==> src/rtl/oled_spi_rx.sv <==
// oled_spi_rx
// SPI-slave receiver for the OLED command/data stream. It deserialises bytes
// (MSB first, sampled on rising sclk), decodes the page, column and display
// commands, and writes data bytes into a page/column frame buffer that has a
// registered readback port.
//
// Ports
//   clk        system clock
//   rst        asynchronous reset, active low
//   cs         SPI chip select, active low
//   sclk       SPI clock, idle high
//   sdo        serial data from the controller, MSB first
//   dc         0 = command byte, 1 = data byte, sampled with bit 0
//   rd_addr    readback address {page, col}
//   rd_data    frame buffer byte at rd_addr, one clk later
//   byte_valid one-cycle pulse per received byte
//   byte_out   last received byte
//   byte_dc    dc value of the last received byte
//   cur_page   current write page
//   cur_col    current write column
//   disp_on    display-on flag
//   frame_done one-cycle pulse on the write to the last address
//   err_frame  one-cycle pulse when cs rises in the middle of a byte
module oled_spi_rx #(
    parameter  int PAGES       = 4,
    parameter  int COLS        = 128,
    parameter  int SYNC_STAGES = 2,
    localparam int PW          = $clog2(PAGES),
    localparam int CW          = $clog2(COLS),
    localparam int AW          = PW + CW
) (
    input  logic          clk,
    input  logic          rst,
    input  logic          cs,
    input  logic          sclk,
    input  logic          sdo,
    input  logic          dc,
    input  logic [AW-1:0] rd_addr,
    output logic [7:0]    rd_data,
    output logic          byte_valid,
    output logic [7:0]    byte_out,
    output logic          byte_dc,
    output logic [PW-1:0] cur_page,
    output logic [CW-1:0] cur_col,
    output logic          disp_on,
    output logic          frame_done,
    output logic          err_frame
);

    typedef enum logic {P_IDLE, P_PAGE} pstate_e;

    // Each stage holds {cs, sclk, sdo, dc}.
    logic [3:0]    sync_q [SYNC_STAGES];
    logic          cs_s, sclk_s, sdo_s, dc_s;

    logic          sclk_prev_q;
    logic          cs_prev_q;
    logic          armed_q;
    logic [6:0]    shreg_q;
    logic [2:0]    bit_cnt_q;
    pstate_e       pstate_q;
    logic [PW-1:0] cur_page_q;
    logic [CW-1:0] cur_col_q;
    logic          disp_on_q;
    logic          byte_valid_q;
    logic [7:0]    byte_out_q;
    logic          byte_dc_q;
    logic          frame_done_q;
    logic          err_frame_q;
    logic [7:0]    rd_data_q;
    logic [7:0]    mem [PAGES*COLS];

    logic          sclk_rise;
    logic          shift_en;
    logic          byte_done;
    logic [7:0]    byte_d;
    logic [AW-1:0] wr_addr;
    logic [AW-1:0] wr_addr_d;
    logic          wr_en;

    // Replace the low nibble of the column.
    function automatic logic [CW-1:0] col_lo(input logic [CW-1:0] c, input logic [3:0] n);
        logic [CW-1:0] r;
        r = c;
        for (int i = 0; i < 4 && i < CW; i++) r[i] = n[i];
        return r;
    endfunction

    // Replace column bits [7:4]; bits beyond the column width are dropped.
    function automatic logic [CW-1:0] col_hi(input logic [CW-1:0] c, input logic [3:0] n);
        logic [CW-1:0] r;
        r = c;
        for (int i = 4; i < 8 && i < CW; i++) r[i] = n[i-4];
        return r;
    endfunction

    // Low page bits of a byte field of width nb (i.e. value mod PAGES).
    function automatic logic [PW-1:0] page_of(input logic [7:0] b, input int nb);
        logic [PW-1:0] r;
        r = '0;
        for (int i = 0; i < PW && i < 8; i++) if (i < nb) r[i] = b[i];
        return r;
    endfunction

    assign cs_s   = sync_q[SYNC_STAGES-1][3];
    assign sclk_s = sync_q[SYNC_STAGES-1][2];
    assign sdo_s  = sync_q[SYNC_STAGES-1][1];
    assign dc_s   = sync_q[SYNC_STAGES-1][0];

    // Reception is only enabled once cs has been seen high after reset, so a
    // reset in the middle of a byte never resumes on a misaligned bit.
    assign sclk_rise = sclk_s & ~sclk_prev_q;
    assign shift_en  = armed_q & ~cs_s & sclk_rise;
    assign byte_d    = {shreg_q, sdo_s};
    assign byte_done = shift_en & (bit_cnt_q == 3'd7);

    assign wr_addr   = {cur_page_q, cur_col_q};
    assign wr_addr_d = wr_addr + AW'(1);
    assign wr_en     = byte_done & dc_s;

    always_ff @(posedge clk or negedge rst) begin
        if (!rst) begin
            for (int i = 0; i < SYNC_STAGES; i++) sync_q[i] <= '0;
            sclk_prev_q  <= 1'b0;
            cs_prev_q    <= 1'b0;
            armed_q      <= 1'b0;
            shreg_q      <= '0;
            bit_cnt_q    <= '0;
            pstate_q     <= P_IDLE;
            cur_page_q   <= '0;
            cur_col_q    <= '0;
            disp_on_q    <= 1'b0;
            byte_valid_q <= 1'b0;
            byte_out_q   <= '0;
            byte_dc_q    <= 1'b0;
            frame_done_q <= 1'b0;
            err_frame_q  <= 1'b0;
        end else begin
            sync_q[0] <= {cs, sclk, sdo, dc};
            for (int i = 1; i < SYNC_STAGES; i++) sync_q[i] <= sync_q[i-1];
            sclk_prev_q  <= sclk_s;
            cs_prev_q    <= cs_s;
            byte_valid_q <= 1'b0;
            frame_done_q <= 1'b0;
            err_frame_q  <= cs_s & ~cs_prev_q & (bit_cnt_q != 3'd0);

            if (cs_s) begin
                armed_q   <= 1'b1;
                bit_cnt_q <= '0;
            end else if (shift_en) begin
                shreg_q   <= byte_d[6:0];
                bit_cnt_q <= bit_cnt_q + 3'd1;
            end

            if (byte_done) begin
                byte_valid_q <= 1'b1;
                byte_out_q   <= byte_d;
                byte_dc_q    <= dc_s;
                if (dc_s) begin
                    // Linear {page, col} increment gives the column wrap and
                    // page carry; all-ones is the last address of the frame.
                    pstate_q     <= P_IDLE;
                    {cur_page_q, cur_col_q} <= wr_addr_d;
                    frame_done_q <= &wr_addr;
                end else begin
                    case (pstate_q)
                        P_PAGE: begin
                            cur_page_q <= page_of(byte_d, 8);
                            pstate_q   <= P_IDLE;
                        end
                        default: begin
                            if (byte_d == 8'h22)             pstate_q   <= P_PAGE;
                            else if (byte_d[7:4] == 4'h0)    cur_col_q  <= col_lo(cur_col_q, byte_d[3:0]);
                            else if (byte_d[7:4] == 4'h1)    cur_col_q  <= col_hi(cur_col_q, byte_d[3:0]);
                            else if (byte_d[7:3] == 5'h16)   cur_page_q <= page_of(byte_d, 3);
                            else if (byte_d == 8'hAE)        disp_on_q  <= 1'b0;
                            else if (byte_d == 8'hAF)        disp_on_q  <= 1'b1;
                        end
                    endcase
                end
            end
        end
    end

    // Frame buffer contents survive reset.
    always_ff @(posedge clk) begin
        if (wr_en) mem[wr_addr] <= byte_d;
    end

    // Read-before-write: a same-cycle write to rd_addr returns the old byte.
    always_ff @(posedge clk or negedge rst) begin
        if (!rst) rd_data_q <= '0;
        else      rd_data_q <= mem[rd_addr];
    end

    assign rd_data    = rd_data_q;
    assign byte_valid = byte_valid_q;
    assign byte_out   = byte_out_q;
    assign byte_dc    = byte_dc_q;
    assign cur_page   = cur_page_q;
    assign cur_col    = cur_col_q;
    assign disp_on    = disp_on_q;
    assign frame_done = frame_done_q;
    assign err_frame  = err_frame_q;

endmodule

==> config.mk <==
export PLATFORM = sky130hd
export DESIGN_NAME = oled_spi_rx
export DESIGN_NICKNAME = d
export VERILOG_FILES = /design/src/rtl/oled_spi_rx.sv
export SDC_FILE = /design/constraint.sdc
export NUM_CORES = 2
export LEC_CHECK = 0
export CAP_MARGIN = 20
export CORE_ASPECT_RATIO = 1.75
export CORE_MARGIN = 4
export CORE_UTILIZATION = 35
export CTS_CLUSTER_DIAMETER = 30
export DETAILED_ROUTE_END_ITERATION = 7
export GPL_ROUTABILITY_DRIVEN = 1
export SYNTH_ARGS = -nofsm -noshare
export SYNTH_HDL_FRONTEND = slang
export SYNTH_SLANG_ARGS = --single-unit
export TNS_END_PERCENT = 1
==> constraint.sdc <==
create_clock -name clk -period 8.5 [get_ports clk]
set_clock_uncertainty 0.15 [all_clocks]
set_input_delay 1.275 -clock clk [delete_from_list [all_inputs] [get_ports clk]]
set_output_delay 1.275 -clock clk [all_outputs]
set_load 0.01 [all_outputs]
==> results.yml <==
run_status:
  outcome: "finished, violations left"
  violations: "slew limit"
clock_network:
  post_cts_buffers: 0
  clk_pin_slew_worst_paths_ns: 0.06
  cts-root-buf: "clkbuf_16"
  cts_sinks: 4148
  numCtsBuffers: 441
  cts.path.max_buffers: 4
  post_cts_resized: 0
  cts_hold_buf: 0
  clk-insertion-delay-late_ns: 0.96
  htreeDepth: 5
  cts_tree: "built"
pwr:
  p_switching_uw: 12200
  clock_power_share: 0.402
  vdd.ir_drop.worst_uv: 861
  p_int_uw: 36300
  switching_share: 0.251
  power.density_nw_per_um2: 264
  finalPower_uw: 48400
  p_leak_uw: 0.0576
  p_comb_frac: 0.084
  p_seq_frac: 0.514
worst_hold_path:
  hold_start: "sync_q[4]"
  hold_path_class: "register to register"
  whs_path_depth: 0
sta:
  whs_ns: 0.205
  period_minus_slack_ns: 5.25
  finalHoldViolCount: 0
  relSlewSlack: -0.159
  rsz0062_at_grt: "false"
  fin_setup_tns_ns: 0
  postLayoutSetupSlackWorst_ns: 3.25
  drv_slew: 98
  clock.fmax_ghz: 0.190
  worst_pin_slew_ns: 1.74
  setup_violations: 0
  finalCritPeriodShare: 0.618
placement:
  io_buffers: 44
  place_hpwl_um: 283000
  place_ws_ns: 2.45
  placed_area_um2: 169000
  gp_congestion: 0.895
floorplan:
  start_util: 0.351
  num_rows: 330
  die-area_um2: 475000
  pin_count: 45
  die_w_um: 522
  dieHeight_um: 908
  core-area_um2: 462000
worst_setup_path:
  r2r-start: "cs_s"
  worstRegToRegCells: 7
  crit_path_end_kind: "register"
  cp_slowest_cell: "nand4_1"
  cpPeakStageDelay_ns: 0.68
  crit_type: "input port to register"
  worst_setup_path_start_kind: "input port"
  crit_path_max_fanout: 106
  cp.required_ns: 9.20
  arrival_ns: 5.95
  cp-startpoint: "rd_addr[1]"
  crit_chain: "buf_8 > nand2b_4 > buf_12 > buf_4 > o221ai_1 > a21oi_1 > nor3_1 > nand4_1 > and4_1 > nor4_1"
final_layout:
  fillers: 41082
  drive_gt1_frac: 0.192
  final_nets: 8262
  fin_area_um2: 184000
  multi_input_area_um2: 34700
  syn_to_final_growth_pct: 13.3
  seq_area_um2: 124000
global_routing:
  overflow: 0
  grt_pass1_wl_um: 646000
  antenna_found_initial: 20
  grt_max_degree: 220
  grt_pass1_vias: 85852
  gr-usage-all-layers: 0.188
synthesis:
  synthArstFlopShare: 0.0125
  ys_seq_area_frac: 0.767
  synth-main-ff-cell: "edfxtp_1"
  synth_top_area_cell: "edfxtp_1"
  synth_top_area_frac: 0.759
  postSynthAreaPerCell_um2: 20.0
  ys_types: 67
  yosys_warnings: 0
  syn_area_um2: 162000
  synth_seq_cells: 4148
  synth_cells: 8110
  yosys-top-cells-area: "edfxtp_1 (76%), mux4_2 (9.1%), mux2i_1 (4.8%), o221ai_1 (2.0%), nor2_1 (1.4%)"
  synth_edf_count: 4096
  synth_nets: 8132
routing:
  drc: 0
  routed_wl_um: 455000
  vias: 81960
  firstDrtPassIters: 6
  wire_per_inst_um: 30.8
  first_iter_violations: 8147
  drtAntennaViolNets: 0
  via_per_inst: 5.55
job:
  max_cap_violations: 0
==> critical path, delay by kind of cell <==
family / cells / cell delay (ns)
AO/OA/AOI/OAI: 2 / 0.76
AND/OR/NAND/NOR: 5 / 2.31
buffers and inverters: 3 / 1.21
==> routing by layer <==
layer | global-route usage | share of wire | wire (um) | vias to the layer above
met5 | 0 | 0.000059 | 27 | -
met4 | 0.118 | 0.074 | 33500 | 4
met3 | 0.0264 | 0.059 | 26900 | 955
met2 | 0.343 | 0.53 | 243000 | 3372
met1 | 0.204 | 0.33 | 152000 | 43565
li1 | - | - | - | 34064
==> power groups by stage <==
| stage | combinational, uW | clock [uW] | sequential, uW |
|---|---|---|---|
| after global routing | 4300 | 20600 | 24900 |
| final | 4080 | 19500 | 24900 |
| after detailed placement | 4100 | 0 | 25300 |
| after floorplan | 1160 | 0 | 26800 |
| after CTS | 4100 | 19700 | 24900 |
| after global placement | 3910 | 0 | 25300 |
==> cells in the mapped netlist, types with 3 or more instances <==
master,count
mux4_1,15
mux2i_1,770
buf_6,56
buf_8,25
mux2_2,19
ha_1,7
dfrtp_1,52
or3_1,4
buf_1,44
a22o_1,4
a311oi_1,7
a211oi_1,32
nor2b_1,10
and3_1,14
mux4_2,657
nor3b_1,7
o221ai_2,4
buf_2,72
o21a_1,7
nand4_1,48
nor3_1,83
o31ai_1,5
o21ai_0,112
o22ai_1,206
inv_1,20
buf_4,59
nand2_1,95
and2_1,25
a22oi_1,43
nand3b_1,3
nand3_1,13
nand2b_1,6
o21ba_2,6
a31oi_1,8
nor4_1,19
and4_1,11
edfxtp_1,4096
buf_12,19
clkbuf_1,239
nor2_1,598
a21oi_1,185
o221ai_1,374
==> worst paths after layout <==
| path | slack, ns | endpoint |
|---|---|---|
| min in group asynchronous | 0.30 | rd_data[5] |
| worst max register to register | 3.43 | mem[132][0] |
| worst min register to register | 0.21 | dc_s |
| worst min-delay path | 0.21 | dc_s |
| max in group asynchronous | 7.19 | shreg_q[6] |
| worst max-delay path | 3.25 | rd_data[3] |
==> registers in the layout, indices dropped and copies added (netlist names) <==
name / cells
dc_s: 1
cur_page: 2
byte_out: 8
cs_prev_q: 1
bit_cnt_q: 3
cs_s: 1
byte_dc: 1
pstate_q: 1
disp_on: 1
sync_q: 4
sclk_prev_q: 1
sclk_s: 1
mem: 4096
rd_data: 8
byte_valid: 1
byte_d: 1
shreg_q: 7
cur_col: 7
err_frame: 1
armed_q: 1
frame_done: 1
==> through the flow <==
stage,util,cells
after global routing,0.398,14755
after floorplan,-,8110
after CTS,0.398,14747
after detailed placement,0.366,13937
final,0.398,14757
after global placement,0.366,13933
==> placed cells by master, fill, tap and decap left out, types with 15 or more instances in the layout <==
master           netlist  routed
a211oi_1              32      32
a21oi_1              185     185
a22oi_1               43      43
and2_1                25      24
buf_12                19      31
buf_4                 59     125
bufinv_16              0      38
clkbuf_1             239      22
clkbuf_16              0     445
clkdlybuf4s50_1        0      39
clkinv_1               1      39
clkinv_2               0      47
clkinv_4               0      52
clkinvlp_4             0      60
dfrtp_1               52      44
edfxtp_1            4096    4096
inv_1                 20      19
inv_6                  0      73
inv_8                  0      23
mux2_2                19      19
mux2i_1              770     770
mux4_1                15      15
mux4_2               657     657
nand2_1               95      77
nand2_4                0      16
nand4_1               48      48
nor2_1               598     598
nor3_1                83      81
nor4_1                19      18
o21ai_0              112     100
o221ai_1             374     374
o22ai_1              206     206
==> layout make-up <==
type,count,area share
well taps,6142,0.0418
clock inverters,343,0.0193
clock buffers,467,0.0611
repair buffers,202,0.0113
diodes,8,0.000109
multi-input cells,3426,0.189
flip-flops and latches,4148,0.677
inverters,21,0.000470
==> kinds of logic after synthesis <==
group | synth area share
DFF | 0.767
muxes | 0.143
and+or+nand+nor | 0.0257
buffers and inverters | 0.0206
adders and majority gates | 0.000540
AOI/OAI and AO/OA | 0.0438
(Power assumes the default switching activity.)
